<file path="config.mk">
export PLATFORM = sky130hd
export DESIGN_NAME = alu_seq
export DESIGN_NICKNAME = d
export VERILOG_FILES = /design/src/rtl/alu_seq.sv
export SDC_FILE = /design/constraint.sdc
export NUM_CORES = 2
export LEC_CHECK = 0
export BUFFER_PORTS_ARGS = -buffer_cell sky130_fd_sc_hd__clkbuf_2
export CAP_MARGIN = 30
export CELL_PAD_IN_SITES_DETAIL_PLACEMENT = 1
export CELL_PAD_IN_SITES_GLOBAL_PLACEMENT = 1
export CORE_MARGIN = 5
export CORE_UTILIZATION = 50
export DETAILED_ROUTE_END_ITERATION = 12
export PLACE_DENSITY = 0.92
export SKIP_LAST_GASP = 1
export SYNTH_ARGS = -nofsm -noshare
export SYNTH_HDL_FRONTEND = slang
export SYNTH_SLANG_ARGS = --single-unit
</file>
<file path="constraint.sdc">
create_clock -name clk -period 17.25 [get_ports clk]
set_input_delay 1.725 -clock clk [delete_from_list [all_inputs] [get_ports clk]]
set_output_delay 1.725 -clock clk [all_outputs]
set_load 0.05 [all_outputs]
</file>
<file path="src/rtl/alu_seq.sv">
`default_nettype none
// +--------------------------------------------------------------------------+
// | Module      : alu_seq                                                    |
// | Description : Registered MIPS-style ALU with an iterative radix-2        |
// |               multiply/divide unit and HI/LO registers. Operands and op  |
// |               code are captured when start is accepted. Single-cycle ops |
// |               complete on the following edge. MULT/MULTU/DIV/DIVU take a |
// |               load cycle, WIDTH iteration cycles and one sign-fix cycle. |
// | Options     : ALU_OVERFLOW_EN - adds the 'ovf' port (signed overflow of  |
// |               ADD/SUB, registered with done).                            |
// | Revision    : 1.0  initial release                                       |
// +--------------------------------------------------------------------------+
module alu_seq #(
  parameter int WIDTH = 32,
  parameter int SHW   = 5
) (
  input  logic             clk,
  input  logic             rst,
  input  logic             start,
  input  logic [3:0]       aluCtrl,
  input  logic [WIDTH-1:0] input1,
  input  logic [WIDTH-1:0] input2,
  output logic [WIDTH-1:0] result,
  output logic             zero,
  output logic             busy,
  output logic             done,
  output logic [WIDTH-1:0] hi,
  output logic [WIDTH-1:0] lo
`ifdef ALU_OVERFLOW_EN
  ,
  output logic             ovf
`endif
);

  // Op code map
  localparam logic [3:0] c_OP_AND   = 4'b0000;
  localparam logic [3:0] c_OP_OR    = 4'b0001;
  localparam logic [3:0] c_OP_ADD   = 4'b0010;
  localparam logic [3:0] c_OP_MFLO  = 4'b0011;
  localparam logic [3:0] c_OP_SLL   = 4'b0100;
  localparam logic [3:0] c_OP_SRL   = 4'b0101;
  localparam logic [3:0] c_OP_SUB   = 4'b0110;
  localparam logic [3:0] c_OP_SLT   = 4'b0111;
  localparam logic [3:0] c_OP_SLTU  = 4'b1000;
  localparam logic [3:0] c_OP_SRA   = 4'b1001;
  localparam logic [3:0] c_OP_MULT  = 4'b1010;
  localparam logic [3:0] c_OP_MULTU = 4'b1011;
  localparam logic [3:0] c_OP_NOR   = 4'b1100;
  localparam logic [3:0] c_OP_DIV   = 4'b1101;
  localparam logic [3:0] c_OP_DIVU  = 4'b1110;
  localparam logic [3:0] c_OP_MFHI  = 4'b1111;

  // Iteration counter value on the final radix-2 step
  localparam logic [SHW-1:0] c_LAST = SHW'(WIDTH - 1);

  typedef enum logic [1:0] {
    S_IDLE = 2'd0,
    S_ITER = 2'd1,
    S_FIN  = 2'd2
  } state_t;

  state_t           r_state;
  logic             r_go;       // an accepted op is waiting in r_op/r_a/r_b
  logic [3:0]       r_op;
  logic [WIDTH-1:0] r_a;
  logic [WIDTH-1:0] r_b;

  // Iterative unit: {r_acc_hi, r_acc_lo} is the product shifter for multiply
  // and {remainder, dividend/quotient} shifter for divide.
  logic [WIDTH-1:0] r_mcand;    // |multiplicand| or |divisor|
  logic [WIDTH-1:0] r_acc_hi;
  logic [WIDTH-1:0] r_acc_lo;
  logic [SHW-1:0]   r_cnt;
  logic             r_neg_q;    // negate product / quotient at the end
  logic             r_neg_r;    // negate remainder at the end
  logic             r_divz;     // divisor was zero
  logic             r_is_div;

  logic             w_op_mc;
  logic             w_accept;
  logic             w_signed;
  logic [WIDTH-1:0] w_abs_a;
  logic [WIDTH-1:0] w_abs_b;
  logic [WIDTH-1:0] w_sum;
  logic [WIDTH-1:0] w_diff;
  logic [SHW-1:0]   w_shamt;
  logic [WIDTH-1:0] w_alu;
  logic [WIDTH:0]   w_mul_sum;
  logic [WIDTH:0]   w_div_trial;
  logic [2*WIDTH-1:0] w_prod;
  logic [WIDTH-1:0] w_fin_hi;
  logic [WIDTH-1:0] w_fin_lo;

  function automatic logic f_is_mc(input logic [3:0] op);
    return (op == c_OP_MULT) || (op == c_OP_MULTU) ||
           (op == c_OP_DIV)  || (op == c_OP_DIVU);
  endfunction

  // A pending multi-cycle op still counts as occupied until busy rises
  assign w_op_mc  = f_is_mc(r_op);
  assign w_accept = start && (r_state == S_IDLE) && !(r_go && w_op_mc);

  // Operand magnitudes for the signed multiply/divide variants
  assign w_signed = (r_op == c_OP_MULT) || (r_op == c_OP_DIV);
  assign w_abs_a  = (w_signed && r_a[WIDTH-1]) ? (~r_a + 1'b1) : r_a;
  assign w_abs_b  = (w_signed && r_b[WIDTH-1]) ? (~r_b + 1'b1) : r_b;

  // Single-cycle result computed from the captured operands
  always_comb begin
    w_sum   = r_a + r_b;
    w_diff  = r_a - r_b;
    w_shamt = r_a[SHW-1:0];
    w_alu   = '0;
    case (r_op)
      c_OP_AND:  w_alu = r_a & r_b;
      c_OP_OR:   w_alu = r_a | r_b;
      c_OP_ADD:  w_alu = w_sum;
      c_OP_MFLO: w_alu = lo;
      c_OP_SLL:  w_alu = r_b << w_shamt;
      c_OP_SRL:  w_alu = r_b >> w_shamt;
      c_OP_SUB:  w_alu = w_diff;
      c_OP_SLT:  w_alu = {{(WIDTH-1){1'b0}}, ($signed(r_a) < $signed(r_b))};
      c_OP_SLTU: w_alu = {{(WIDTH-1){1'b0}}, (r_a < r_b)};
      c_OP_SRA:  w_alu = $unsigned($signed(r_b) >>> w_shamt);
      c_OP_NOR:  w_alu = ~(r_a | r_b);
      c_OP_MFHI: w_alu = hi;
      default:   w_alu = '0;
    endcase
  end

`ifdef ALU_OVERFLOW_EN
  logic w_ovf;

  // Signed overflow: operands agree in sign (ADD) / differ (SUB) but result flips
  always_comb begin
    w_ovf = 1'b0;
    if (r_op == c_OP_ADD) begin
      w_ovf = (r_a[WIDTH-1] == r_b[WIDTH-1]) && (w_sum[WIDTH-1] != r_a[WIDTH-1]);
    end else if (r_op == c_OP_SUB) begin
      w_ovf = (r_a[WIDTH-1] != r_b[WIDTH-1]) && (w_diff[WIDTH-1] != r_a[WIDTH-1]);
    end
  end
`endif

  // One radix-2 step: shift-add for multiply, restoring trial subtract for divide
  assign w_mul_sum   = {1'b0, r_acc_hi} + (r_acc_lo[0] ? {1'b0, r_mcand} : {(WIDTH+1){1'b0}});
  assign w_div_trial = {r_acc_hi, r_acc_lo[WIDTH-1]} - {1'b0, r_mcand};

  // Sign correction and divide special cases applied in the final cycle
  always_comb begin
    w_prod   = {r_acc_hi, r_acc_lo};
    w_fin_hi = r_acc_hi;
    w_fin_lo = r_acc_lo;
    if (r_is_div) begin
      if (r_divz) begin
        w_fin_lo = '1;
        w_fin_hi = r_a;
      end else begin
        w_fin_lo = r_neg_q ? (~r_acc_lo + 1'b1) : r_acc_lo;
        w_fin_hi = r_neg_r ? (~r_acc_hi + 1'b1) : r_acc_hi;
      end
    end else if (r_neg_q) begin
      w_prod   = ~{r_acc_hi, r_acc_lo} + 1'b1;
      w_fin_hi = w_prod[2*WIDTH-1:WIDTH];
      w_fin_lo = w_prod[WIDTH-1:0];
    end
  end

  // Operation capture, control FSM, iterative datapath and registered outputs
  always_ff @(posedge clk or posedge rst) begin
    if (rst) begin
      r_state  <= S_IDLE;
      r_go     <= 1'b0;
      r_op     <= '0;
      r_a      <= '0;
      r_b      <= '0;
      r_mcand  <= '0;
      r_acc_hi <= '0;
      r_acc_lo <= '0;
      r_cnt    <= '0;
      r_neg_q  <= 1'b0;
      r_neg_r  <= 1'b0;
      r_divz   <= 1'b0;
      r_is_div <= 1'b0;
      result   <= '0;
      zero     <= 1'b1;
      busy     <= 1'b0;
      done     <= 1'b0;
      hi       <= '0;
      lo       <= '0;
`ifdef ALU_OVERFLOW_EN
      ovf      <= 1'b0;
`endif
    end else begin
      done <= 1'b0;
      r_go <= w_accept;
      if (w_accept) begin
        r_op <= aluCtrl;
        r_a  <= input1;
        r_b  <= input2;
      end
      case (r_state)
        S_IDLE: begin
          if (r_go) begin
            if (w_op_mc) begin
              r_mcand  <= w_abs_b;
              r_acc_hi <= '0;
              r_acc_lo <= w_abs_a;
              r_cnt    <= '0;
              r_neg_q  <= w_signed && (r_a[WIDTH-1] ^ r_b[WIDTH-1]);
              r_neg_r  <= w_signed && r_a[WIDTH-1];
              r_divz   <= (r_b == '0);
              r_is_div <= (r_op == c_OP_DIV) || (r_op == c_OP_DIVU);
              busy     <= 1'b1;
              r_state  <= S_ITER;
            end else begin
              result <= w_alu;
              zero   <= (w_alu == '0);
              done   <= 1'b1;
`ifdef ALU_OVERFLOW_EN
              ovf    <= w_ovf;
`endif
            end
          end
        end
        S_ITER: begin
          if (!r_is_div) begin
            {r_acc_hi, r_acc_lo} <= {w_mul_sum, r_acc_lo[WIDTH-1:1]};
          end else if (!w_div_trial[WIDTH]) begin
            r_acc_hi <= w_div_trial[WIDTH-1:0];
            r_acc_lo <= {r_acc_lo[WIDTH-2:0], 1'b1};
          end else begin
            r_acc_hi <= {r_acc_hi[WIDTH-2:0], r_acc_lo[WIDTH-1]};
            r_acc_lo <= {r_acc_lo[WIDTH-2:0], 1'b0};
          end
          r_cnt <= r_cnt + 1'b1;
          if (r_cnt == c_LAST) begin
            r_state <= S_FIN;
          end
        end
        S_FIN: begin
          hi      <= w_fin_hi;
          lo      <= w_fin_lo;
          result  <= w_fin_lo;
          zero    <= (w_fin_lo == '0);
          done    <= 1'b1;
          busy    <= 1'b0;
`ifdef ALU_OVERFLOW_EN
          ovf     <= 1'b0;
`endif
          r_state <= S_IDLE;
        end
        default: begin
          busy    <= 1'b0;
          r_state <= S_IDLE;
        end
      endcase
    end
  end

endmodule
`default_nettype wire
</file>
# After elaboration in Yosys (flattened, before gate mapping)
# Cells that the tools add are included.
dict set report word_totals {
  regBits 275
  input_bits 71
  out_inout_bits 99
  elab_cells 131
}
dict set report classes {
  addsub 10
  magnitude_cmp 2
  n_eq_ne 22
  shifts 3
  muxes 41
  bitwise 10
  reduce_logical 24
}
# op count
set op_table {}
lappend op_table {{$mux 32} 20}
lappend op_table {{$pmux 32 s12} 1}
lappend op_table {{$pmux 32 s2} 3}
lappend op_table {{$not 32->32} 5}
lappend op_table {{$add 32x1->32 const B} 4}
lappend op_table {{$logic_not 32->1} 3}
lappend op_table {{$add 64x1->64 const B} 1}
lappend op_table {{$lt 32x32->1} 2}
lappend op_table {{$not 64->64} 1}
lappend op_table {{$add 32x32->33} 1}
lappend op_table {{$sub 33x32->33} 1}
lappend op_table {{$add 32x32->32} 1}
lappend op_table {{$and 32x32->32} 1}
lappend op_table {{$eq 4x4->1 const B} 8}
lappend op_table {{$or 32x32->32} 1}
lappend op_table {{$shl 32x5->32} 1}
lappend op_table {{$shr 32x5->32} 1}
lappend op_table {{$sshr 32x5->32} 1}
lappend op_table {{$sub 32x32->32} 1}
lappend op_table {{$eq 4x3->1 const B} 4}
lappend op_table {{$reduce_and 3->1} 5}
lappend op_table {{$mux 5} 2}
lappend op_table {{$pmux 5 s2} 1}
lappend op_table {{$eq 4x2->1 const B} 2}
lappend op_table {{18 further kinds} 41}

# Logic depth before layout (Yosys ltp)
dict set report depth {
  depth_word 7
  depth_mapped 20
}

# Worst setup path before layout
# No wires, ideal clock.
dict set report synth_path {
  path_kind {reg2reg}
  startpoint {reg r_a[2]}
  endpoint {reg zero}
  setup_time_ns 0.091
  arrival_ns 4.504
  required_time_ns 17.159
  setup_slack_ns 12.655
  stages_incl_launch_ff 19
  path_buffers 5
  synth_period_minus_slack_ns 4.595
  path_cell_list {dfrtp_1 > buf_2 > inv_1 > buf_2 > clkbuf_1 > buf_1 > ha_1 > clkbuf_1 > a21o_1 > a221oi_1 > o21a_1 > nor4b_1 > nor3_1 > or4b_2 > o21ai_0 > nand4b_1 > nor4_1 > nand3_1 > o31ai_1}
}
dict set report synth_between {
  elab_chain_cells 7
  word_cells_on_any_way 15
  cone_classes {2 x add/sub; 2 x order compare; 3 x shift; 4 x mux; 3 x bitwise; 1 x reduce/logical}
}
# item line_no
set synth_lines {}
lappend synth_lines {{from (decl)} 65} ;# logic [WIDTH-1:0] r_a;
lappend synth_lines {{from (signal assigned)} 199} ;# r_a <= input1;
lappend synth_lines {{parallel branches: the longest is 2 deep, another holds $sub 32x32->32} --}
lappend synth_lines {{$pmux 32 s12 *} 114} ;# case (r_op)
lappend synth_lines {{$logic_not 32->1 *} 218} ;# zero <= (w_alu == '0);
lappend synth_lines {{$mux 1 *} 205} ;# if (w_op_mc) begin
lappend synth_lines {{$mux 1 *} 204} ;# if (r_go) begin
lappend synth_lines {{$pmux 1 s2 *} 202} ;# case (r_state)
lappend synth_lines {{to (signal assigned)} 218}
lappend synth_lines {{to (signal assigned)} 245} ;# zero <= (w_fin_lo == '0);
lappend synth_lines {{to (decl)} 24} ;# output logic zero,
# Every way passes the cells marked *. The select of a mux whose other input is x is not followed.
# A chain may end at the register's enable or synchronous reset.

# Worst setup path after layout
# Ends and elaborated chain as after synthesis.

==> impl_metrics.toml <==
[status]
status = "finished, final reports clean"

[sta]
fin_crit_sh_pct = 33.4
tightestPinTransition_ps = 1120
rsz0062_at_grt = "false"
period_minus_slack_ps = 5770
slew_headroom_pct = 24.6
tns_ps = 0
hold_viol_final = 0
finalSetupViolCount = 0
worst_clock_skew_ps = 24.7
slew_violations = 0
fmax_mhz = 173

[clock_tree]
cts_max_level = 2
cts_buffer_depth = 3
numClockSinks = 275
cts_buffers = 35
ctsResizeCount = 0
cts_tree = "built"
postCtsSetupRepairBufs = 0
clk_latency_ps = 590
clk_pin_slew_ps = 60
clockRootBuffer = "clkbuf_16"
ctsHoldBuffers = 0

[setup_path]
path_max_fanout = 47
required_ps = 17730
reg2reg_from = "r_a[2]$_DFFE_PP0P_"
r2r-end = "zero$_DFFE_PP1P_"
path_buf_inv = 2
critPathKind = "register to register"
end_kind = "register"
cp_slowest_cell = "a221oi_1"
crit_arrival_ps = 6250
crit_family = "compound AO/OA/AOI/OAI gates"
cp-start-kind = "register"
path_cells = "buf_4, inv_1, ha_1, nor2_1, a221oi_1, o211ai_1, a2bb2oi_1, nor4_1, nand3_1, a2111oi_0, nand4_1, nor4_1, nand3_1, o31ai_1"
slowest_delay_ps = 870
rrSetupSlack_ps = 11480
reg2reg_depth = 14

[routing]
vias_per_cell = 7.42
final_antenna_net_count = 0
detail_route.first_pass.iterations = 8
drtIter0Drc = 5020
avgRoutedWirePerCell_um = 36.1
vias = 33700
totalWireLength_um = 164000
drc_errors = 0

[grt]
grt.overflow.total = 0
grt_pass1_wl_um = 234000
grt_pass1_vias = 32700
track_usage_pct = 49.7
grt_max_degree = 101
antenna_found_initial = 7

[worst_hold_path]
holdPathStages = 1
worstHoldStart = "busy$_DFFE_PP0P_"
min_to = "busy$_DFFE_PP0P_"
hold_class = "register to register"

[placed_design]
port_buffers = 169
gp_congestion = 1.12
place_inst = 4465
dp_hpwl_um = 124000

[synthesis]
async_flop_share_pct = 100
avgSynthCellArea_sq_um = 7.73
synth.distinct_cells = 97
netlist_area_sq_um = 28900
yosys_warnings = 0
netlist_top_cells_count = "nand2_1 (506), o21ai_0 (384), nor2_1 (275), dfrtp_1 (274), clkbuf_1 (226)"
synth_top_flop_cell = "dfrtp_1"
yosysTopAreaCellShare_pct = 23.7
synthTopCellsByArea = "dfrtp_1 (24%), ha_1 (7.3%), o21ai_0 (6.6%), nand2_1 (6.6%), mux2i_1 (5.4%)"
syn_nets = 3986
synth.most_common_cell = "nand2_1"
postSynthCellCount = 3742
ys_ff_latch = 275
synth_edf_count = 0
ys_seq_area_share_pct = 23.8
synth_area_leader_cell = "dfrtp_1"

[floorplanning]
core_sq_um = 57500
start_util_pct = 50.3
dieWidth_um = 251
die_h_um = 251
ios = 170
placementRows = 88
die_area_sq_um = 62800

[layout]
nets = 3986
final-seq-area_sq_um = 6890
stdcell_count = 4538
multiInputGateArea_sq_um = 20400
fillers = 7101
area_delta_synth_final_pct = 9.15
drive_gt1_share_pct = 12.3

[run]
drv_cap = 0
cells by family (layout without fill, tap and decap cells):
family,count (synthesis),after routing,share of synthesized area (%)
and+or+nand+nor,1200,1200,19.2
other,0,6,0
buffers and inverters,447,472,6.01
muxes,236,236,10.2
xor gates and xnor gates,180,180,5.45
DFF,275,275,23.8
AOI/OAI and AO/OA,1231,1231,27.7
adders and majority gates,173,173,7.59
how the worst max path moves through the flow:
| stage | startpoint | to | slack, ps | depth (start not counted) |
|---|---|---|---|---|
| 2_1_floorplan | rst | busy$_DFFE_PP0P_ | 7950 | 1 |
| 3_3_place_gp | r_a[2]$_DFFE_PP0P_ | zero$_DFFE_PP1P_ | 11900 | 14 |
| 3_5_place_dp | r_a[0]$_DFFE_PP0P_ | zero$_DFFE_PP1P_ | 11770 | 11 |
| 4_1_cts | r_a[0]$_DFFE_PP0P_ | zero$_DFFE_PP1P_ | 11730 | 11 |
| 5_1_grt | r_a[2]$_DFFE_PP0P_ | zero$_DFFE_PP1P_ | 11360 | 14 |
| 6_report | r_a[2]$_DFFE_PP0P_ | zero$_DFFE_PP1P_ | 11480 | 14 |
state kept, by name, indices dropped and copies added, names as in the netlist, 2 cells and up:
register / count
r_op: 4
r_acc_hi: 32
lo: 32
hi: 32
r_cnt: 5
r_a: 32
result: 32
r_mcand: 32
r_state: 2
r_acc_lo: 32
r_b: 32
cells in the final DEF (no fill, tap or decap), drive strengths merged, types with 30 or more instances in the layout:
cell type	synthesis	layout
o21ai	416	416
xnor2	137	137
a31oi	32	32
nor3	70	70
nand3	73	73
a21oi	223	223
a22oi	52	52
ha	169	169
mux2i	156	156
nor2b	35	35
o31ai	42	42
mux4	44	44
mux2	36	36
a21o	67	67
o211ai	44	44
buf	54	73
dfrtp	274	274
clkbuf	227	214
inv	162	164
nand2	506	506
a211oi	44	44
nor2	275	275
xor2	43	43
nor4	30	30
o221ai	30	30
or3	41	41
layout make-up:
class                      count  area share [%]
timing repair buffer         244            4.65
multi-input combinational   3020            64.6
tap                          765            3.03
clock buffer                  43            3.03
sequential                   275            21.8
clock inverter                19           0.828
inverter                     166            2.01
antenna                        6          0.0476
through the flow:
step           setup WS (ps)  hold slack, ps  utilization (%)  cell area [sq um]
4_1_cts                11730             487             54.8              31500
3_5_place_dp           11770             466             52.6              30300
3_3_place_gp           11900             463             52.6              30200
5_1_grt                11360             501             54.9              31600
2_1_floorplan           7950             450                -              28900
6_report               11480             486             54.9              31600
routing by layer:
layer  global-route usage, %  share of wire (%)
met3                    14.4                 14
met1                    65.4                 37
met5                       0              0.048
met4                    31.5                8.4
met2                    71.6                 41
worst reg2reg max path, stage by stage, from the launching register on:
cell	delay, ps
dfrtp_2	740
buf_4	610
inv_1	180
ha_1	490
nor2_1	90
a221oi_1	870
o211ai_1	200
a2bb2oi_1	200
nor4_1	620
nand3_1	260
a2111oi_0	440
nand4_1	220
nor4_1	390
nand3_1	130
o31ai_1	230
Power is not shown: default switching activity piles up to over one toggle a cycle in this logic, so the estimate is an artifact.
